[config.mk]
export PLATFORM = sky130hd
export DESIGN_NAME = ram_sdp_pipe_flat
export DESIGN_NICKNAME = d
export VERILOG_FILES = /design/src/rtl/ram_sdp_pipe_pkg.sv /design/src/rtl/ram_sdp_pipe_if.sv /design/src/rtl/ram_sdp_pipe_rd_pipe.sv /design/src/rtl/ram_sdp_pipe.sv /design/src/flat_wrapper.sv
export SDC_FILE = /design/constraint.sdc
export NUM_CORES = 1
export LEC_CHECK = 0
export BUFFER_PORTS_ARGS = -buffer_cell sky130_fd_sc_hd__buf_2
export CAP_MARGIN = 5
export CORE_ASPECT_RATIO = 1.75
export CORE_MARGIN = 2
export CORE_UTILIZATION = 40
export DETAILED_ROUTE_END_ITERATION = 8
export GPL_TIMING_DRIVEN = 0
export PLACE_DENSITY = 0.64
export REMOVE_ABC_BUFFERS = 1
export SLEW_MARGIN = 20
export SYNTH_ARGS = -nofsm -noshare
export SYNTH_HDL_FRONTEND = slang
export SYNTH_HIERARCHICAL = 1
export SYNTH_SLANG_ARGS = --single-unit
[constraint.sdc]
create_clock -name clk -period 3.95 [get_ports clk]
set_input_delay 0.1975 -clock clk [delete_from_list [all_inputs] [get_ports clk]]
set_output_delay 0.1975 -clock clk [all_outputs]
set_load 0.01 [all_outputs]
[src/rtl/ram_sdp_pipe_pkg.sv]
// ram_sdp_pipe_pkg: shared types, defaults and parity helper for ram_sdp_pipe.
package ram_sdp_pipe_pkg;
  typedef enum logic {CLEAR, READY} ram_state_e;
  localparam int DEFAULT_DATA_WIDTH = 32;
  localparam int DEFAULT_ADDR_WIDTH = 4;
  localparam int MAX_RD_LATENCY = 3;
  function automatic logic byte_parity(input logic [7:0] b);
    return ^b;
  endfunction
endpackage

[src/rtl/ram_sdp_pipe_if.sv]
// ram_sdp_pipe_if: write/read request bus and read response signals of ram_sdp_pipe.
interface ram_sdp_pipe_if #(
  parameter int DATA_WIDTH = 32,
  parameter int ADDR_WIDTH = 4
);
  logic                    write_enb;
  logic [ADDR_WIDTH-1:0]   wr_address;
  logic [DATA_WIDTH-1:0]   data_in;
  logic [DATA_WIDTH/8-1:0] byte_enb;
  logic                    read_enb;
  logic [ADDR_WIDTH-1:0]   rd_address;
  logic [DATA_WIDTH-1:0]   data_out;
  logic                    rd_valid;
  logic                    ready;
  logic                    rd_parity_err;
  modport master (
    output write_enb, wr_address, data_in, byte_enb, read_enb, rd_address,
    input  data_out, rd_valid, ready, rd_parity_err
  );
  modport slave (
    input  write_enb, wr_address, data_in, byte_enb, read_enb, rd_address,
    output data_out, rd_valid, ready, rd_parity_err
  );
  modport mon (
    input write_enb, wr_address, data_in, byte_enb, read_enb, rd_address,
    input data_out, rd_valid, ready, rd_parity_err
  );
endinterface

[src/rtl/ram_sdp_pipe_rd_pipe.sv]
// ram_sdp_pipe_rd_pipe: LAT-deep {valid, data, parity_err} read pipeline with synchronous active-low flush.
module ram_sdp_pipe_rd_pipe #(
  parameter int W   = 32,
  parameter int LAT = 1
) (
  input  logic         clk,
  input  logic         reset,
  input  logic         valid_i,
  input  logic [W-1:0] data_i,
  input  logic         err_i,
  output logic         valid_o,
  output logic [W-1:0] data_o,
  output logic         err_o
);
  logic [LAT-1:0] v_q, e_q;
  logic [W-1:0]   d_q [LAT];
  // data stages load only on valid so the output word holds between reads
  always_ff @(posedge clk)
    if (!reset) begin
      v_q <= '0;
      e_q <= '0;
      for (int k = 0; k < LAT; k++) d_q[k] <= '0;
    end else begin
      v_q[0] <= valid_i;
      e_q[0] <= valid_i & err_i;
      if (valid_i) d_q[0] <= data_i;
      for (int k = 1; k < LAT; k++) begin
        v_q[k] <= v_q[k-1];
        e_q[k] <= e_q[k-1];
        if (v_q[k-1]) d_q[k] <= d_q[k-1];
      end
    end
  assign valid_o = v_q[LAT-1];
  assign err_o   = e_q[LAT-1];
  assign data_o  = d_q[LAT-1];
endmodule

[src/rtl/ram_sdp_pipe.sv]
// ram_sdp_pipe: simple-dual-port byte-enabled RAM with post-reset clear and pipelined reads.
// Optional per-byte even parity storage and checking when RAM_PARITY_EN is defined.
module ram_sdp_pipe
  import ram_sdp_pipe_pkg::*;
#(
  parameter int DATA_WIDTH = DEFAULT_DATA_WIDTH,
  parameter int ADDR_WIDTH = DEFAULT_ADDR_WIDTH,
  parameter int RD_LATENCY = 1
) (
  input logic clk,
  input logic reset,
  ram_sdp_pipe_if.slave bus
);
  localparam int NB    = DATA_WIDTH / 8;
  localparam int DEPTH = 2 ** ADDR_WIDTH;
  ram_state_e            state_q, state_d;
  logic [ADDR_WIDTH-1:0] clr_q, clr_d;
  logic [DATA_WIDTH-1:0] mem_q [DEPTH];
  logic [DATA_WIDTH-1:0] wr_mask, wr_word, rd_word;
  logic                  ready, wr_en, rd_en, same, rd_err;
  always_ff @(posedge clk)
    if (!reset) begin
      state_q <= CLEAR;
      clr_q   <= '0;
    end else begin
      state_q <= state_d;
      clr_q   <= clr_d;
    end
  always_comb begin
    state_d = (state_q == CLEAR && &clr_q) ? READY : state_q;
    clr_d   = (state_q == CLEAR) ? clr_q + ADDR_WIDTH'(1) : clr_q;
  end
  assign ready = state_q == READY;
  assign wr_en = ready & reset & bus.write_enb;
  assign rd_en = ready & reset & bus.read_enb;
  assign same  = wr_en && bus.wr_address == bus.rd_address;
  for (genvar i = 0; i < NB; i++) begin : g_mask
    assign wr_mask[8*i+:8] = {8{bus.byte_enb[i]}};
  end
  // write-first: a same-address read sees the merged word
  assign wr_word = (mem_q[bus.wr_address] & ~wr_mask) | (bus.data_in & wr_mask);
  assign rd_word = same ? wr_word : mem_q[bus.rd_address];
  always_ff @(posedge clk)
    if (state_q == CLEAR) mem_q[clr_q] <= '0;
    else if (wr_en) mem_q[bus.wr_address] <= wr_word;
`ifdef RAM_PARITY_EN
  logic [NB-1:0] par_q [DEPTH];
  logic [NB-1:0] din_par, rd_calc, wr_par, rd_par;
  for (genvar i = 0; i < NB; i++) begin : g_par
    assign din_par[i] = byte_parity(bus.data_in[8*i+:8]);
    assign rd_calc[i] = byte_parity(rd_word[8*i+:8]);
  end
  assign wr_par = (par_q[bus.wr_address] & ~bus.byte_enb) | (din_par & bus.byte_enb);
  assign rd_par = same ? wr_par : par_q[bus.rd_address];
  assign rd_err = |(rd_par ^ rd_calc);
  always_ff @(posedge clk)
    if (state_q == CLEAR) par_q[clr_q] <= '0;
    else if (wr_en) par_q[bus.wr_address] <= wr_par;
`else
  assign rd_err = 1'b0;
`endif
  assign bus.ready = ready;
  ram_sdp_pipe_rd_pipe #(.W(DATA_WIDTH), .LAT(RD_LATENCY)) u_rd_pipe (
    .clk    (clk),
    .reset  (reset),
    .valid_i(rd_en),
    .data_i (rd_word),
    .err_i  (rd_err),
    .valid_o(bus.rd_valid),
    .data_o (bus.data_out),
    .err_o  (bus.rd_parity_err)
  );
endmodule

[src/flat_wrapper.sv]
// flat-port wrapper written by rule: the top's interface ports become plain ports
module ram_sdp_pipe_flat import ram_sdp_pipe_pkg::*;
#(
  parameter int DATA_WIDTH = DEFAULT_DATA_WIDTH,
  parameter int ADDR_WIDTH = DEFAULT_ADDR_WIDTH,
  parameter int RD_LATENCY = 1
)
  (clk, reset, bus_write_enb, bus_wr_address, bus_data_in, bus_byte_enb, bus_read_enb, bus_rd_address, bus_data_out, bus_rd_valid, bus_ready, bus_rd_parity_err);
  ram_sdp_pipe_if #(.DATA_WIDTH(DATA_WIDTH), .ADDR_WIDTH(ADDR_WIDTH)) bus_i ();
  input logic clk;
  input logic reset;
  input wire logic [$bits(bus_i.write_enb)-1:0] bus_write_enb;
  input wire logic [$bits(bus_i.wr_address)-1:0] bus_wr_address;
  input wire logic [$bits(bus_i.data_in)-1:0] bus_data_in;
  input wire logic [$bits(bus_i.byte_enb)-1:0] bus_byte_enb;
  input wire logic [$bits(bus_i.read_enb)-1:0] bus_read_enb;
  input wire logic [$bits(bus_i.rd_address)-1:0] bus_rd_address;
  output wire logic [$bits(bus_i.data_out)-1:0] bus_data_out;
  output wire logic [$bits(bus_i.rd_valid)-1:0] bus_rd_valid;
  output wire logic [$bits(bus_i.ready)-1:0] bus_ready;
  output wire logic [$bits(bus_i.rd_parity_err)-1:0] bus_rd_parity_err;
  assign bus_i.write_enb = bus_write_enb;
  assign bus_i.wr_address = bus_wr_address;
  assign bus_i.data_in = bus_data_in;
  assign bus_i.byte_enb = bus_byte_enb;
  assign bus_i.read_enb = bus_read_enb;
  assign bus_i.rd_address = bus_rd_address;
  assign bus_data_out = bus_i.data_out;
  assign bus_rd_valid = bus_i.rd_valid;
  assign bus_ready = bus_i.ready;
  assign bus_rd_parity_err = bus_i.rd_parity_err;
  ram_sdp_pipe #(.DATA_WIDTH(DATA_WIDTH), .ADDR_WIDTH(ADDR_WIDTH), .RD_LATENCY(RD_LATENCY)) u_core (.clk(clk), .reset(reset), .bus(bus_i));
endmodule
==> key figures <==
Routing
  • Initial drt markers: between 1000 and 1500
  • Final wirelength: between 70000 and 80000 um
  • Residual DRC: 0
  • ANT nets after route: 0
  • Average routed wire per standard cell: 30.48 um
  • First-pass iteration count of the detailed router: 5
  • Vias: between 15000 and 20000
  • Via-to-Cell Ratio: about 6.4

Yosys
  • Distinct cell type count after synthesis: 43
  • Register bit total from synthesis: ~550
  • Syn avg cell area: 16.82 um2
  • Number of synthesized flops with an enable pin: about 540
  • Most frequent cell after synthesis: edfxtp_1
  • Yosys warning total: 6
  • Syn Inst Count: between 1500 and 2000
  • Share of flip-flops with an asynchronous set or reset: 0%
  • Synthesized area: 26180 um2
  • Post-synth top cells: 544 x edfxtp_1, 251 x mux2i_1, 130 x a22oi_1, 128 x mux4_2, 69 x nand2_1
  • Sequential fraction of the synthesis area: 62.94%
  • Synth area leaders: edfxtp_1 62%, mux4_2 11%, mux2i_1 9.6%, a22oi_1 3.7%, a221oi_2 1.7%
  • Leading area contributor after synthesis: edfxtp_1
  • Top cell type's share of synthesized area: about 62%
  • Synth Flop Type: edfxtp_1

Die
  • Row count: roughly 120
  • Die area: around 68000 um2
  • IO Pins: between 80 and 90
  • Core ar.: about 65000 um2
  • Starting Density: between 40 and 50%
  • Die height: between 300 and 400 um
  • Die W: about 200 um

Timing
  • TNS Setup: 0 ns
  • Count of pins over their slew limit: 0
  • Slew margin rel.: between 20% and 30%
  • Worst-margin pin slew: 1.099 ns
  • WHS: ~0.26 ns
  • RSZ-0062 raised after global routing: false
  • Fmax: about 280 MHz
  • Setup WS post-layout: slightly above 0.4 ns
  • Fin Clk Skew: 0.02313 ns
  • Hold Vio Cnt, Final: 0
  • Post-layout min period: 3.539 ns
  • Final Setup Violations: 0
  • Final worst-path cycle share: 89.60%

Critical path
  • WP data arrival: around 4 ns
  • Slowest CP cell: buf_2
  • R2R depth: 6
  • Cell mode on critical path: nand3_4
  • Crit path max-delay family: simple AND/OR/NAND/NOR gates
  • Critical Path Stages: 7
  • CP Capture Type: flop
  • CP cell instances: buf_2, nand3_4, nor3_2, nand3_4, buf_12, o31ai_2, and3_2
  • Worst Path Buf+Inv: 2
  • Crit-path max FO: 43
  • Worst setup SP type: input port
  • Critical Path RT: around 4.4 ns
  • Critical path class: input port to flop
  • Critical Path Max Stage Delay: 0.79 ns

Placed design
  • I/O Buffers: 82
  • DP Area: between 20000 and 30000 um2
  • Post-DP HPWL: about 46000 um
  • GPL Wtd Cong: about 0.8
  • Place WS: -0.1169 ns
  • Inst Count DP: about 2400

Clocking
  • Post-CTS Repair Setup Buffers: 0
  • CTS max path bufs: 3
  • Post-CTS Resized: 0
  • Clock sink count: 551
  • TritonCTS clock tree: built
  • Root buffer cell: clkbuf_16
  • Hold-fix buffers, CTS: 0
  • Num CTS Buffers: 47
  • Clk slew on worst S/H paths: 0.07 ns
  • H-Tree Depth: 2
  • Worst-skew pair later-pin latency: ~0.60 ns

Finish
  • Synthesis-to-layout area growth: 16.32%
  • Ratio of cells with drive above 1 in the final layout: between 20% and 30%
  • Fin nets: between 1500 and 2000
  • Final std cells w/o fill: between 2000 and 2500
  • Fillers: roughly 5300
  • Core Util, Final: a little under half
  • Design area: 30450 um2

GRT
  • Grt ovf: 0
  • Initial antenna violation count: 5
  • Global-route wire length before repair: 109800 um
  • Pin count of the biggest net entering global routing: 84
  • Vias in the first global route: 16780
  • Total GRT Usage: between 20 and 25%

Power and ir drop
  • VDD IR max: between 0.3 and 0.4 mV
  • PwrDens: 423.0 nW/um2
  • LEAKAGE: 11.11 nW
  • Pwr Total: ~13 mW

Run
  • Max-Cap Viols: 0

Status
  • Status: completed

Worst hold path
  • Hold Path Cell Cnt: 4
  • Class of the worst hold path: input port to flop
-- state kept, by name (all words and copies together), names as in the netlist --
signal,flops
u_core/bus.ready,1
u_core/u_rd_pipe/d_q,32
u_core/u_rd_pipe/err_o,1
u_core/clr_q,4
u_core/mem_q,512
u_core/u_rd_pipe/valid_o,1
-- logic make-up after synthesis --
group | count (synthesis) | share of synthesized area, %
DFF | 551 | 62.94
and+or+nand+nor | 184 | 3.532
muxes | 385 | 20.87
AOI/OAI and AO/OA | 297 | 9.497
buffers and inverters | 130 | 2.868
other | 1 | 0.01433
xor gates and xnor gates | 7 | 0.2342
adders and majority gates | 1 | 0.04779
-- cells in the final DEF (no fill, tap or decap), types with 4 or more instances in the layout --
cell | synthesis | layout
a21oi_1 | 32 | 32
a221oi_2 | 30 | 30
a22o_1 | 29 | 29
a22oi_1 | 130 | 130
a31oi_1 | 5 | 5
and2_1 | 6 | 4
and3_1 | 11 | 10
and3_2 | 24 | 25
buf_12 | 0 | 22
buf_16 | 0 | 36
buf_2 | 33 | 79
buf_8 | 1 | 4
bufinv_16 | 0 | 11
clkbuf_16 | 0 | 48
clkinv_1 | 4 | 10
clkinv_2 | 0 | 6
clkinv_4 | 0 | 4
clkinvlp_4 | 0 | 4
dfxtp_1 | 7 | 7
edfxtp_1 | 544 | 544
inv_1 | 4 | 4
inv_6 | 0 | 4
mux2_2 | 6 | 6
mux2i_1 | 251 | 251
mux4_2 | 128 | 128
nand2_1 | 69 | 69
nor2_4 | 0 | 19
nor3_2 | 1 | 33
o22ai_1 | 35 | 35
o31ai_1 | 8 | 8
o31ai_2 | 24 | 24
or2_2 | 4 | 4
xnor2_1 | 5 | 5
-- where the power goes --
group	internal [mW]	leakage [nW]	total (mW)	switching, mW
Sequential	6.48	5.73	6.54	0.0600
Combinational	0.497	4.55	1.20	0.702
Clock	2.97	0.830	5.14	2.17
Total	9.94	11.1	12.9	2.94
-- area by class of cell --
class	count	area (um2)	share of cell area [%]
inverters	8	30.03	0.09862
multi-input cells	875	9304	30.56
diodes	3	7.507	0.02465
repair buffers	141	1887	6.197
well taps	819	1025	3.365
clock buffers	49	1205	3.957
flip-flops and latches	551	16480	54.11
clock inverters	37	515.5	1.693
-- tightest hold or removal path: cells and delay by family --
| kind | cells | cell delay [ns] |
|---|---|---|
| and+or+nand+nor | 1 | 0.15 |
| AOI/OAI and AO/OA | 2 | 0.32 |
| buffers and inverters | 1 | 0.08 |
-- layer usage --
metal	part of all wire [%]	global-route usage [%]	wire [um]
met5	0.071	0	54
met4	4.2	10.35	3208
met3	6.8	3.101	5109
met2	52	39.62	39250
met1	37	26.96	28060
-- worst paths after layout --
path,startpoint,end,slack (ns)
worst max-delay path,reset,u_core/u_rd_pipe/d_q[0][17]$_SDFFCE_PN0P_,0.41
worst min-delay path,bus_data_in[19],u_core/u_rd_pipe/d_q[0][19]$_SDFFCE_PN0P_,0.26
worst max register to register,u_core/bus.ready$_SDFFE_PN0P_,u_core/u_rd_pipe/d_q[0][17]$_SDFFCE_PN0P_,0.43
worst min register to register,u_core/clr_q[1]$_SDFFE_PN0N_,u_core/clr_q[1]$_SDFFE_PN0N_,0.64
Note: power is estimated with default switching activity, not from simulation.
